<file path="src/rtl/muldiv_pkg.sv">
// Shared definitions for the iterative multiply/divide unit:
// operation encodings and the control FSM state type.
package muldiv_pkg;

    localparam logic [1:0] OP_MULT  = 2'd0;
    localparam logic [1:0] OP_MULTU = 2'd1;
    localparam logic [1:0] OP_DIV   = 2'd2;
    localparam logic [1:0] OP_DIVU  = 2'd3;

    typedef enum logic [1:0] {
        IDLE,
        CALC,
        FIXUP,
        DONE
    } state_e;

endpackage

</file>
<file path="src/rtl/muldiv_negate.sv">
// Conditional two's-complement negator.
// Ports: in_i (value), neg_i (negate when 1), out_o (result).
module muldiv_negate #(
    parameter int W = 32
) (
    input  logic [W-1:0] in_i,
    input  logic         neg_i,
    output logic [W-1:0] out_o
);

    assign out_o = neg_i ? (~in_i + W'(1)) : in_i;

endmodule

</file>
<file path="src/rtl/muldiv_seq.sv">
// Iterative multiply/divide unit, one result bit per cycle.
// Ports: clk, rst (sync, high), flush, start, op, a, b in;
//        busy, done, result {hi,lo}, div_zero (MULDIV_DIV0_EN) out.
module muldiv_seq
    import muldiv_pkg::*;
#(
    parameter int WIDTH = 32
) (
    input  logic               clk,
    input  logic               rst,
    input  logic               flush,
    input  logic               start,
    input  logic [1:0]         op,
    input  logic [WIDTH-1:0]   a,
    input  logic [WIDTH-1:0]   b,
    output logic               busy,
    output logic               done,
    output logic [2*WIDTH-1:0] result
`ifdef MULDIV_DIV0_EN
    ,
    output logic               div_zero
`endif
);

    localparam int CNT_W = $clog2(WIDTH) + 1;

    state_e             state_q;
    logic [1:0]         op_q;
    logic [CNT_W-1:0]   cnt_q;
    logic [2*WIDTH:0]   work_q;
    logic [2*WIDTH:0]   work_d;
    logic [WIDTH-1:0]   mcand_q;
    logic               neg_lo_q;
    logic               neg_hi_q;
    logic               busy_q;
    logic               done_q;
    logic [2*WIDTH-1:0] result_q;
`ifdef MULDIV_DIV0_EN
    logic               dz_pend_q;
    logic               div_zero_q;
`endif

    logic               sgn_in;
    logic               a_neg;
    logic               b_neg;
    logic               b_zero;
    logic [WIDTH-1:0]   a_mag;
    logic [WIDTH-1:0]   b_mag;
    logic [WIDTH:0]     acc_sum;
    logic [WIDTH:0]     rem_sh;
    logic [WIDTH+1:0]   diff;
    logic [2*WIDTH-1:0] prod_fix;
    logic [WIDTH-1:0]   quo_fix;
    logic [WIDTH-1:0]   rem_fix;
    logic [2*WIDTH-1:0] fix_res;

    assign sgn_in = (op == OP_MULT) || (op == OP_DIV);
    assign a_neg  = sgn_in & a[WIDTH-1];
    assign b_neg  = sgn_in & b[WIDTH-1];
    assign b_zero = (b == '0);

    muldiv_negate #(.W(WIDTH)) u_neg_a (
        .in_i  (a),
        .neg_i (a_neg),
        .out_o (a_mag)
    );

    muldiv_negate #(.W(WIDTH)) u_neg_b (
        .in_i  (b),
        .neg_i (b_neg),
        .out_o (b_mag)
    );

    // work_q, mult: {carry, acc_hi, multiplier}, shifted right.
    // work_q, div:  {partial rem, quotient/dividend}, shifted left.
    always_comb begin
        acc_sum = work_q[2*WIDTH:WIDTH]
                + (work_q[0] ? {1'b0, mcand_q} : '0);
        rem_sh  = work_q[2*WIDTH-1:WIDTH-1];
        diff    = {1'b0, rem_sh} - {2'b00, mcand_q};
        work_d  = {1'b0, acc_sum, work_q[WIDTH-1:1]};
        if (op_q[1]) begin
            if (diff[WIDTH+1]) begin
                work_d = {work_q[2*WIDTH-1:0], 1'b0};
            end else begin
                work_d = {diff[WIDTH:0], work_q[WIDTH-2:0], 1'b1};
            end
        end
    end

    muldiv_negate #(.W(2*WIDTH)) u_neg_prod (
        .in_i  (work_q[2*WIDTH-1:0]),
        .neg_i (neg_lo_q),
        .out_o (prod_fix)
    );

    muldiv_negate #(.W(WIDTH)) u_neg_quo (
        .in_i  (work_q[WIDTH-1:0]),
        .neg_i (neg_lo_q),
        .out_o (quo_fix)
    );

    muldiv_negate #(.W(WIDTH)) u_neg_rem (
        .in_i  (work_q[2*WIDTH-1:WIDTH]),
        .neg_i (neg_hi_q),
        .out_o (rem_fix)
    );

    assign fix_res = op_q[1] ? {rem_fix, quo_fix} : prod_fix;

    always_ff @(posedge clk) begin
        if (rst) begin
            state_q    <= IDLE;
            op_q       <= '0;
            cnt_q      <= '0;
            work_q     <= '0;
            mcand_q    <= '0;
            neg_lo_q   <= 1'b0;
            neg_hi_q   <= 1'b0;
            busy_q     <= 1'b0;
            done_q     <= 1'b0;
            result_q   <= '0;
`ifdef MULDIV_DIV0_EN
            dz_pend_q  <= 1'b0;
            div_zero_q <= 1'b0;
`endif
        end else if (flush) begin
            state_q <= IDLE;
            busy_q  <= 1'b0;
            done_q  <= 1'b0;
        end else begin
            unique case (state_q)
                IDLE, DONE: begin
                    done_q <= 1'b0;
                    if (start) begin
                        op_q     <= op;
                        mcand_q  <= b_mag;
                        neg_hi_q <= a_neg;
                        // divide-by-zero keeps an all-ones quotient
                        neg_lo_q <= (a_neg ^ b_neg) & ~(op[1] & b_zero);
                        work_q   <= {{(WIDTH+1){1'b0}}, a_mag};
                        cnt_q    <= CNT_W'(WIDTH);
                        busy_q   <= 1'b1;
                        state_q  <= CALC;
`ifdef MULDIV_DIV0_EN
                        dz_pend_q <= op[1] & b_zero;
                        if (op[1] & b_zero) begin
                            work_q  <= {1'b0, a_mag, {WIDTH{1'b1}}};
                            state_q <= FIXUP;
                        end
`endif
                    end else begin
                        busy_q  <= 1'b0;
                        state_q <= IDLE;
                    end
                end
                CALC: begin
                    work_q <= work_d;
                    cnt_q  <= cnt_q - CNT_W'(1);
                    if (cnt_q == CNT_W'(1)) begin
                        state_q <= FIXUP;
                    end
                end
                FIXUP: begin
                    result_q <= fix_res;
                    busy_q   <= 1'b0;
                    done_q   <= 1'b1;
                    state_q  <= DONE;
`ifdef MULDIV_DIV0_EN
                    div_zero_q <= dz_pend_q;
`endif
                end
                default: state_q <= IDLE;
            endcase
        end
    end

    assign busy   = busy_q;
    assign done   = done_q;
    assign result = result_q;
`ifdef MULDIV_DIV0_EN
    assign div_zero = div_zero_q;
`endif

endmodule

</file>
<file path="config.mk">
export PLATFORM = sky130hd
export DESIGN_NAME = muldiv_seq
export DESIGN_NICKNAME = d
export VERILOG_FILES = /design/src/rtl/muldiv_pkg.sv /design/src/rtl/muldiv_negate.sv /design/src/rtl/muldiv_seq.sv
export SDC_FILE = /design/constraint.sdc
export NUM_CORES = 1
export LEC_CHECK = 0
export ABC_AREA = 1
export BUFFER_PORTS_ARGS = -buffer_cell sky130_fd_sc_hd__buf_2
export CAP_MARGIN = 20
export CELL_PAD_IN_SITES_DETAIL_PLACEMENT = 1
export CELL_PAD_IN_SITES_GLOBAL_PLACEMENT = 1
export CORE_MARGIN = 8
export CORE_UTILIZATION = 46
export DETAILED_ROUTE_END_ITERATION = 6
export GPL_ROUTABILITY_DRIVEN = 0
export PLACE_DENSITY = 0.94
export SYNTH_ARGS = -nofsm -noshare
export SYNTH_HDL_FRONTEND = slang
export SYNTH_SLANG_ARGS = --single-unit
</file>
<file path="constraint.sdc">
create_clock -name clk -period 5.4 [get_ports clk]
set_input_delay 0.81 -clock clk [delete_from_list [all_inputs] [get_ports clk]]
set_output_delay 0.81 -clock clk [all_outputs]
set_load 0.05 [all_outputs]
</file>
==> impl_results.md <==
* Setup crit start: state_q[1]
* Final setup violation count at 0
* Max frequency at 217.5 MHz
* Pre-CTS setup slack at 1.045 ns
* Critical Path End: work_q[39]
* Worst-Skew Late Latency at 0.47 ns
* Status: finished, final reports clean
* Post-synth cell types at 57
* R2R Path Start: state_q[1]
* Synthesized flop and latch total at 174
* Drt drc at 0
* Worst Setup Path Type: flip-flop to flip-flop
* Area Growth Syn to Fin at 9.197%
* Routed WL at 76.75 mm
* CTS buffer count at 17
* PostCTS Resize Cnt at 0
* Clock skew at 0.01300 ns
* Seq/Total Area, Yosys at 0.2067
* Ant. Diodes at 0
* Crit path arrival time at 4.99 ns
* Fraction of layout cells with a size suffix above 1 at 0.09145
* Final Hold Fails at 0
* Vias at 21,240
* Reg-to-reg slack, setup at 0.80 ns
* P_int at 2368 uW
* Critical path launch point type: flip-flop
* Clk slew on worst S/H paths at 0.07 ns
* Tmin final at 4.598 ns
* Setup repair bufs after CTS at 0
* Top cells by area, synth: dfxtp_1 (21%), nand2_1 (18%), inv_1 (9.3%), nor2_1 (7.6%), a21oi_1 (6.9%)
* Synth top area share at 0.2067
* Vias in the first global route at 22,150
* Overflow after GRT at 0
* PD cells at 209.0 nW/um2
* FF-to-FF path depth at 12
* CP max FO at 50
* Starting DRT DRC Count at 1,972
* Comb pwr share at 0.280
* Multi-input logic area at 11,300 um2
* Clock Sinks at 174
* CTS tree: built
* PortBufs at 135
* Wire per inst at 22.02 um
* Max-cap violations at 0
* CP endpoint kind: flip-flop
* Slew Limit Headroom at 0.3159
* Tightest Pin Transition at 1.022 ns
* RSZ-0062 raised after global routing: false
* Fin util at 0.5064
* Global-route wire length before repair at 121.1 mm
* Max Root-Sink Buffers at 2
* Initial antenna violation count at 0
* Core footprint at 36,350 um2
* Worst hold path class: flip-flop to flip-flop
* DP HPWL at 58.98 mm
* Setup tns final at 0 ns
* Net Sw Frac at 0.3842
* Drt pass-1 iters at 7
* Final WS setup at 0.8020 ns
* Die span in x at 207.4 um
* Leak pwr at 0.009216 uW
* Initial core utilization at 0.4638
* Synth warn at 0
* Post-synthesis average cell area at 5.729 um2
* FILL cells at 5,261
* Critical path required time at 5.79 ns
* Largest net degree at the start of global routing at 101
* RR Endpoint: work_q[39]
* Reg power frac at 0.369
* Total Nets Final at 3,150
* # IOs at 136
* Net Sw Power at 1478 uW
* Netlist Area Pre-Place at 16,860 um2
* Final Max Tran Viols at 0
* Root Buffer: clkbuf_16
* Synth area leader: dfxtp_1
* Row cnt at 70
* Cts hold-fix bufs at 0
* Post-synth net total at 3,087
* Post-route ant nets at 0
* Die Y at 207.4 um
* Seq. cell area at 3487 um2
* H-tree Lvls at 4
* Die area at 43,030 um2
* Worst ir drop on vdd at 0.0002481 V
* GRT Overall Usage at 0.3464
* Via/cell ratio at 6.093
* Period utilization at 0.8515
* Synth Instances at 2,942
* Clock share of power at 0.351
## power groups by stage
stage / Sequential [uW] / Clock (uW) / Combinational [uW]
floorplan: 1420 / 0 / 692
global placement: 1430 / 0 / 963
detailed placement: 1440 / 0 / 1020
CTS: 1410 / 1350 / 1040
global route: 1420 / 1390 / 1160
finish: 1420 / 1350 / 1080
## final cells by class
cell class	count	share of cell area
inverter	430	0.08769
tap	468	0.03181
sequential	174	0.1894
multi-input combinational	2233	0.6139
clock inverter	11	0.007817
timing repair buffer	149	0.04378
clock buffer	21	0.02556
## cell usage after synthesis (all sizes together)
| library cell | n |
|---|---|
| a211oi | 2 |
| a21boi | 3 |
| a21o | 3 |
| a21oi | 238 |
| a221oi | 1 |
| a31o | 1 |
| a31oi | 28 |
| and2 | 2 |
| buf | 33 |
| clkbuf | 72 |
| clkinv | 2 |
| dfxtp | 174 |
| fa | 2 |
| ha | 73 |
| inv | 428 |
| nand2 | 801 |
| nand3 | 219 |
| nand3b | 19 |
| nand4 | 43 |
| nor2 | 365 |
| nor3 | 39 |
| nor3b | 2 |
| nor4 | 6 |
| o211ai | 21 |
| o21a | 2 |
| o21ai | 243 |
| o21bai | 7 |
| o221ai | 20 |
| o22ai | 2 |
| o31ai | 4 |
| o32ai | 1 |
| o41ai | 1 |
| or2 | 10 |
| xnor2 | 26 |
| xor2 | 49 |
## state kept, by name, summed over array words and instances (netlist names)
register	count
busy	1
cnt_q	6
done	1
mcand_q	32
neg_hi_q	1
neg_lo_q	1
op_q	1
result	64
state_q	2
work_q	65
## cells in the final DEF (no fill, tap or decap), types with 42 or more instances in the layout
| cell | count |
|---|---|
| a21oi_1 | 233 |
| ha_1 | 73 |
| buf_2 | 135 |
| nand4_1 | 42 |
| o21ai_0 | 227 |
| nand2_1 | 787 |
| nor2_1 | 338 |
| nand3_1 | 214 |
| xor2_1 | 49 |
| inv_1 | 416 |
| dfxtp_1 | 173 |
## stage by stage
step	hold WS (ns)	cells	power, uW	instance area, um2
after floorplan	0.4584	2942	2117	16860
after CTS	0.4745	3485	3799	18390
final	0.4738	3486	3846	18410
after detailed placement	0.4640	3453	2461	17770
after global routing	0.5007	3486	3976	18410
after global placement	0.4540	3453	2397	17770
## worst max-delay path: stages, from the launching register on
cell and delay (ns):
dfxtp_1 0.33, inv_1 0.11, ha_1 0.72, inv_2 0.60
o21ai_1 0.35, nand2_2 0.62, nor2_4 0.66, inv_2 0.26
nor2_2 0.21, inv_2 0.15, o21ai_0 0.19, nand2_1 0.15
a21oi_1 0.14
## cell families (layout without fill, tap and decap cells)
logic type	Yosys count	in the layout	share of synthesized area
xor gates and xnor gates	75	75	0.03897
buffers and inverters	535	611	0.1237
adders and majority gates	75	75	0.05656
DFF	174	174	0.2067
and+or+nand+nor	1506	1506	0.3824
AOI/OAI and AO/OA	577	577	0.1917
## worst min-delay path by stage
| stage | slack, ns | cells after the start | endpoint | start |
|---|---|---|---|---|
| 2_1_floorplan | 0.46 | 2 | mcand_q[31] | mcand_q[31] |
| 3_3_place_gp | 0.45 | 2 | neg_hi_q | neg_hi_q |
| 3_5_place_dp | 0.46 | 2 | neg_hi_q | neg_hi_q |
| 4_1_cts | 0.47 | 2 | neg_hi_q | neg_hi_q |
| 5_1_grt | 0.50 | 2 | neg_hi_q | neg_hi_q |
| 6_report | 0.47 | 2 | neg_hi_q | neg_hi_q |
## routing by layer
metal  wire length, um  part of all wire  vias to the layer above  global-route usage
met5                 0                 0                        -                   0
met4              5303             0.069                        0              0.2268
met3              6541             0.085                      344             0.06431
met2             35400              0.46                     1073              0.5755
met1             29500              0.38                    10180              0.4055
li1                  -                 -                     9639                   -
Power figures use the tool's default switching activity.
